**src/rtl/stopwatch_pkg.sv**
```systemverilog
// ============================================================================
// stopwatch_pkg : shared constants, converter state encoding, 7-seg encoder
// Revision 1.0
// ============================================================================
`default_nettype none

package stopwatch_pkg;

   localparam logic [12:0] MAX_SECONDS = 13'd6039;
   localparam logic [12:0] SEC_PER_MIN = 13'd60;

   typedef enum logic [2:0] {
      IDLE   = 3'd0,
      DIV60  = 3'd1,
      DIV10M = 3'd2,
      DIV10S = 3'd3,
      COMMIT = 3'd4
   } conv_state_t;

   // Active-low {g,f,e,d,c,b,a}; non-decimal codes stay dark.
   function automatic logic [6:0] seg7_encode(input logic [3:0] digit);
      logic [6:0] seg;
      case (digit)
         4'd0:    seg = 7'h40;
         4'd1:    seg = 7'h79;
         4'd2:    seg = 7'h24;
         4'd3:    seg = 7'h30;
         4'd4:    seg = 7'h19;
         4'd5:    seg = 7'h12;
         4'd6:    seg = 7'h02;
         4'd7:    seg = 7'h78;
         4'd8:    seg = 7'h00;
         4'd9:    seg = 7'h10;
         default: seg = 7'h7F;
      endcase
      return seg;
   endfunction

endpackage

`default_nettype wire

```
**src/rtl/mmss_converter.sv**
```systemverilog
// ============================================================================
// mmss_converter : sequential seconds -> {m10,m1,s10,s1} BCD converter
// Revision 1.0
// ============================================================================
`default_nettype none

module mmss_converter #(
   parameter logic [12:0] MAX_SECONDS = stopwatch_pkg::MAX_SECONDS
) (
   input  logic        clk,
   input  logic        rst,
   input  logic [12:0] seconds,
   output logic [15:0] bcd,
   output logic [15:0] bcd_next,
   output logic        busy
);
   import stopwatch_pkg::*;

   conv_state_t state_q, state_d;
   logic [12:0] cap_q, cap_d, rem_q, rem_d, last_q, last_d;
   logic [6:0]  min_q, min_d;
   logic [3:0]  m10_q, m10_d, m1_q, m1_d, s10_q, s10_d, s1_q, s1_d;
   logic [15:0] bcd_q, bcd_d;
   logic        pending_q, pending_d, busy_q, busy_d;
   logic [12:0] sat;

   assign sat = (seconds > MAX_SECONDS) ? MAX_SECONDS : seconds;

   always_comb begin
      state_d   = state_q;
      cap_d     = cap_q;
      rem_d     = rem_q;
      last_d    = last_q;
      min_d     = min_q;
      m10_d     = m10_q;
      m1_d      = m1_q;
      s10_d     = s10_q;
      s1_d      = s1_q;
      bcd_d     = bcd_q;
      pending_d = pending_q;
      busy_d    = busy_q;
      case (state_q)
         IDLE: begin
            if (pending_q || (sat != last_q)) begin
               cap_d   = sat;
               rem_d   = sat;
               min_d   = 7'd0;
               busy_d  = 1'b1;
               state_d = DIV60;
            end
         end
         DIV60: begin
            if (rem_q >= SEC_PER_MIN) begin
               rem_d = rem_q - SEC_PER_MIN;
               min_d = min_q + 7'd1;
            end else begin
               // Anything past 99 minutes is pinned to 99:59 for display.
               if (min_q > 7'd99) begin
                  min_d = 7'd99;
                  rem_d = 13'd59;
               end
               m10_d   = 4'd0;
               state_d = DIV10M;
            end
         end
         DIV10M: begin
            if (min_q >= 7'd10) begin
               min_d = min_q - 7'd10;
               m10_d = m10_q + 4'd1;
            end else begin
               m1_d    = min_q[3:0];
               s10_d   = 4'd0;
               state_d = DIV10S;
            end
         end
         DIV10S: begin
            if (rem_q >= 13'd10) begin
               rem_d = rem_q - 13'd10;
               s10_d = s10_q + 4'd1;
            end else begin
               s1_d    = rem_q[3:0];
               state_d = COMMIT;
            end
         end
         COMMIT: begin
            bcd_d     = {m10_q, m1_q, s10_q, s1_q};
            last_d    = cap_q;
            pending_d = 1'b0;
            busy_d    = 1'b0;
            state_d   = IDLE;
         end
         default: state_d = IDLE;
      endcase
   end

   always_ff @(posedge clk) begin
      if (!rst) begin
         state_q   <= IDLE;
         cap_q     <= '0;
         rem_q     <= '0;
         last_q    <= '0;
         min_q     <= '0;
         m10_q     <= '0;
         m1_q      <= '0;
         s10_q     <= '0;
         s1_q      <= '0;
         bcd_q     <= '0;
         pending_q <= 1'b1;
         busy_q    <= 1'b0;
      end else begin
         state_q   <= state_d;
         cap_q     <= cap_d;
         rem_q     <= rem_d;
         last_q    <= last_d;
         min_q     <= min_d;
         m10_q     <= m10_d;
         m1_q      <= m1_d;
         s10_q     <= s10_d;
         s1_q      <= s1_d;
         bcd_q     <= bcd_d;
         pending_q <= pending_d;
         busy_q    <= busy_d;
      end
   end

   assign bcd      = bcd_q;
   assign bcd_next = bcd_d;
   assign busy     = busy_q;

endmodule

`default_nettype wire

```
**src/rtl/mmss_display_driver.sv**
```systemverilog
// ============================================================================
// mmss_display_driver : MM:SS 4-digit multiplexed 7-segment driver
// Revision 1.0
// ============================================================================
`default_nettype none

module mmss_display_driver #(
   parameter logic [12:0] MAX_SECONDS   = stopwatch_pkg::MAX_SECONDS,
   parameter bit          BLANK_LEADING = 1'b0,
   parameter int          COLON_DIGIT   = 2
) (
   input  logic        clk,
   input  logic        rst,
   input  logic [12:0] seconds,
   input  logic        scan_tick,
   output logic [6:0]  seg,
   output logic        dp,
   output logic [3:0]  an,
   output logic [15:0] bcd,
   output logic        busy
);
   import stopwatch_pkg::*;

   localparam logic [1:0] COLON_IDX = COLON_DIGIT[1:0];

   logic [15:0] bcd_next;
   logic [1:0]  idx_q, idx_d;
   logic [3:0]  an_q, an_d, digit;
   logic [6:0]  seg_q, seg_d;
   logic        dp_q, dp_d;

   mmss_converter #(
      .MAX_SECONDS (MAX_SECONDS)
   ) u_conv (
      .clk      (clk),
      .rst      (rst),
      .seconds  (seconds),
      .bcd      (bcd),
      .bcd_next (bcd_next),
      .busy     (busy)
   );

   // Scan from the next-state bcd so a tick coinciding with COMMIT shows the new value.
   always_comb begin
      case (idx_q)
         2'd0:    digit = bcd_next[3:0];
         2'd1:    digit = bcd_next[7:4];
         2'd2:    digit = bcd_next[11:8];
         default: digit = bcd_next[15:12];
      endcase
   end

   always_comb begin
      idx_d = idx_q;
      an_d  = an_q;
      seg_d = seg_q;
      dp_d  = dp_q;
      if (scan_tick) begin
         idx_d = idx_q + 2'd1;
         an_d  = ~(4'b0001 << idx_q);
         dp_d  = (idx_q == COLON_IDX) ? 1'b0 : 1'b1;
         if (BLANK_LEADING && (idx_q == 2'd3) && (digit == 4'd0))
            seg_d = 7'h7F;
         else
            seg_d = seg7_encode(digit);
      end
   end

   always_ff @(posedge clk) begin
      if (!rst) begin
         idx_q <= 2'd0;
         an_q  <= 4'hF;
         seg_q <= 7'h7F;
         dp_q  <= 1'b1;
      end else begin
         idx_q <= idx_d;
         an_q  <= an_d;
         seg_q <= seg_d;
         dp_q  <= dp_d;
      end
   end

   assign an  = an_q;
   assign seg = seg_q;
   assign dp  = dp_q;

endmodule

`default_nettype wire
```
**config.mk**
```make
export PLATFORM = sky130hd
export DESIGN_NAME = mmss_display_driver
export DESIGN_NICKNAME = d
export VERILOG_FILES = /design/src/rtl/stopwatch_pkg.sv /design/src/rtl/mmss_converter.sv /design/src/rtl/mmss_display_driver.sv
export SDC_FILE = /design/constraint.sdc
export NUM_CORES = 1
export LEC_CHECK = 0
export ABC_AREA = 1
export CAP_MARGIN = 10
export CELL_PAD_IN_SITES_DETAIL_PLACEMENT = 1
export CELL_PAD_IN_SITES_GLOBAL_PLACEMENT = 1
export CORE_ASPECT_RATIO = 0.6
export CORE_MARGIN = 5
export CORE_UTILIZATION = 40
export DETAILED_ROUTE_END_ITERATION = 6
export GPL_TIMING_DRIVEN = 0
export PLACE_DENSITY_LB_ADDON = 0.1
export SYNTH_ARGS = -nofsm -noshare
export SYNTH_HDL_FRONTEND = slang
export SYNTH_SLANG_ARGS = --single-unit
```
**constraint.sdc**
```tcl
create_clock -name clk -period 3.7 [get_ports clk]
set_input_delay 0.74 -clock clk [delete_from_list [all_inputs] [get_ports clk]]
set_output_delay 0.74 -clock clk [all_outputs]
set_load 0.02 [all_outputs]
```
==> out/metrics.cfg, run 1 <==
[clock_tree]
cts_buffers=9
clock_latency_ps=350
clock_sinks=96
cts_setup_buffers=0
cts_resized=0
hold_buffers=0
cts_tree=built
clk_path_buf_depth=2
htreeDepth=3
path_clk_slew_ps=70
root_buffer=clkbuf_16

[timing]
setup_viol=0
max_freq_mhz=308
tightestPinTransition_ps=691
fin_skew_ps=8.20
rsz0062_at_grt=false
finalCritPeriodShare=0.878
min_period_ps=3250
final-hold-violation-count=0
finalSetupTns_ps=0
maxSlewViolCount=0
timing.slew.headroom=0.540
layout_setup_ws_ps=451

[worst_setup_path]
crit_required_ps=3920
end_kind=flop
crit_type=in2reg
crit_arrival_ps=3470
reg2regPathDepth=13
critPathCapture=u_conv.rem_q[0]
worstPathMaxFanout=10
crit_path_start_kind=input pin
r2r_setup_slack_ps=590
critPathLaunch=seconds[12]
r2r_start=u_conv.state_q[1]
reg2reg_to=seg[6]

[detailed_routing]
drt_iter0_drc=381
wl_per_cell_um=17.7
vias_per_cell=5.35
ant_nets=0
vias=5405
drc=0
dr.pass1.iters=5
finalWirelength_mm=17.9

[power]
p_leak_uw=0.00279
ir_drop_uv=266
power_density_nw_per_um2=702

[synthesis]
synthMostInstantiatedCell=nand2_1
synth_common_cells=nand2_1, inv_1, nor2_1
ys_ff_latch=96
synth_top_area_share=0.361
avgSynthCellArea_sq_um=6.81
synth_area_leaders=dfxtp_1, nand2_1, o21ai_0, inv_1, nor2_1
synth_edf_count=0
syn_area_sq_um=5320
synth_top_area_cell=dfxtp_1
syn_inst=782
yosys_warnings=0
synth_fp_nets=819
ys_seq_area_frac=0.361
synth_ff_type=dfxtp_1
async_flop_share=0
ys_types=41

[placed_design]
dp_slack_ps=155
place_congestion=0.915
hpwl_mm=13.8
place.port_buffers=43

[cells_and_area]
n_fill_cell=1690
n_antenna_cell=0
drive_above_1_share=0.0630
nets=873
area_growth_syn_to_layout_pct=18.2

[grt]
overflow=0
antenna_found_initial=0
grt_pass1_vias=5561
grt_usage=0.226
grt_first_pass_wirelength_mm=29.2
grt_max_degree=18

[job]
cap_violations=0

[floorplan]
ios=45
rows=32
initial_core_util=0.412
die_area_sq_um=15800
core_sq_um=12900
die_h_um=99.4
die_w_um=159

[run_status]
status=completed

[worst_hold_path]
hold_path.class=reg2reg

cells by family (layout without fill, tap and decap cells):
kind of cell | after synthesis | count (layout) | share of synthesized area
muxes | 4 | 4 | 0.00752
DFF | 96 | 96 | 0.361
xor gates and xnor gates | 14 | 14 | 0.0230
buffers and inverters | 140 | 199 | 0.109
AOI/OAI and AO/OA | 189 | 189 | 0.193
and+or+nand+nor | 318 | 318 | 0.257
adders and majority gates | 21 | 21 | 0.0494
routing by layer:
| layer | wire [um] | global-route usage | vias up |
|---|---|---|---|
| met4 | 141 | 0.0354 | 0 |
| met1 | 9010 | 0.314 | 2613 |
| met5 | 0 | 0 | - |
| met2 | 7800 | 0.368 | 118 |
| li1 | - | - | 2660 |
| met3 | 973 | 0.0530 | 14 |
registers in the layout, summed over array words and instances (netlist names):
name              flops
u_conv.rem_q         13
u_conv.s1_q           4
dp                    1
u_conv.min_q          7
u_conv.state_q        3
an                    3
u_conv.m10_q          4
u_conv.busy           1
u_conv.bcd           16
u_conv.m1_q           4
u_conv.last_q        13
u_conv.pending_q      1
u_conv.s10_q          4
idx_q                 2
u_conv.cap_q         13
seg                   7
metrics by stage:
stage | util | hold WS, ps | total power (uW) | std cells | instance area, sq um
final | 0.487 | 459 | 4420 | 1011 | 6290
after global routing | 0.487 | 464 | 4740 | 1011 | 6290
after CTS | 0.487 | 458 | 4410 | 1011 | 6290
after detailed placement | 0.461 | 451 | 3350 | 995 | 5970
after global placement | 0.461 | 439 | 3240 | 995 | 5970
after floorplan | - | 420 | 2770 | 782 | 5320
worst max-delay path, cell delays in order:
cell,delay (ps)
clkdlybuf4s50_1,630
nand2_1,110
nor2_2,170
nand3_1,120
nand2_2,140
buf_6,170
nand2_1,160
nand2_1,110
nand2_1,50
nor2_1,120
nand2_1,80
nor2_2,170
nand3_2,130
buf_6,180
buf_6,150
a21oi_1,160
nor2_1,60
worst min-delay path by stage:
stage | slack, ps | from | to | depth (start not counted)
after floorplan | 420 | u_conv.pending_q | u_conv.pending_q | 2
after global placement | 440 | u_conv.pending_q | u_conv.pending_q | 2
after detailed placement | 450 | u_conv.cap_q[2] | u_conv.last_q[2] | 2
after CTS | 460 | u_conv.cap_q[2] | u_conv.last_q[2] | 2
after global routing | 460 | u_conv.cap_q[2] | u_conv.last_q[2] | 2
final | 460 | u_conv.cap_q[2] | u_conv.last_q[2] | 2
cell usage in the layout, fill, tap and decap left out, types with 3 or more instances in the layout:
master           Yosys  routed
xor2_1              10      10
nor3_1              18      18
dfxtp_1             96      96
clkbuf_16            0       9
nor2_1             103     103
nand3b_1             3       3
nand4_1             12      12
a211oi_1             6       6
xnor2_1              4       4
mux2i_1              4       4
nand2_2              7       7
o22ai_1              6       6
nand3_1             28      28
a21oi_1             75      75
nand3_2              3       3
buf_4                5       5
nor2_2              10      10
o221ai_1             5       5
clkbuf_1            15      15
nand2_1            130     130
clkinvlp_4           0       3
ha_1                21      21
o21ai_0             85      85
buf_6                4       4
clkdlybuf4s50_1      0      43
inv_1              109     109
power breakdown:
group | total (uW) | switching (uW) | internal, uW
Sequential | 1440 | 186 | 1260
Clock | 1050 | 449 | 600
Combinational | 1920 | 1290 | 637
Total | 4420 | 1920 | 2490
layout make-up:
| class | instances | area, sq um | area share |
|---|---|---|---|
| Clock buffer | 9 | 225 | 0.0358 |
| Tap cell | 170 | 213 | 0.0338 |
| Clock inverter | 7 | 103 | 0.0163 |
| Sequential cell | 96 | 1920 | 0.305 |
| Timing Repair Buffer | 43 | 430 | 0.0684 |
| Buffer | 27 | 154 | 0.0244 |
| Multi-Input combinational cell | 546 | 2820 | 0.449 |
| Inverter | 113 | 424 | 0.0674 |
Power figures use the tool's default switching activity.
==> run 2, diff against run 1 <==
Settings changed: SKIP_LAST_GASP from default to 1.
==> results of run 2 <==
No change in the layout: final DEF, timing and power equal those of run 1.
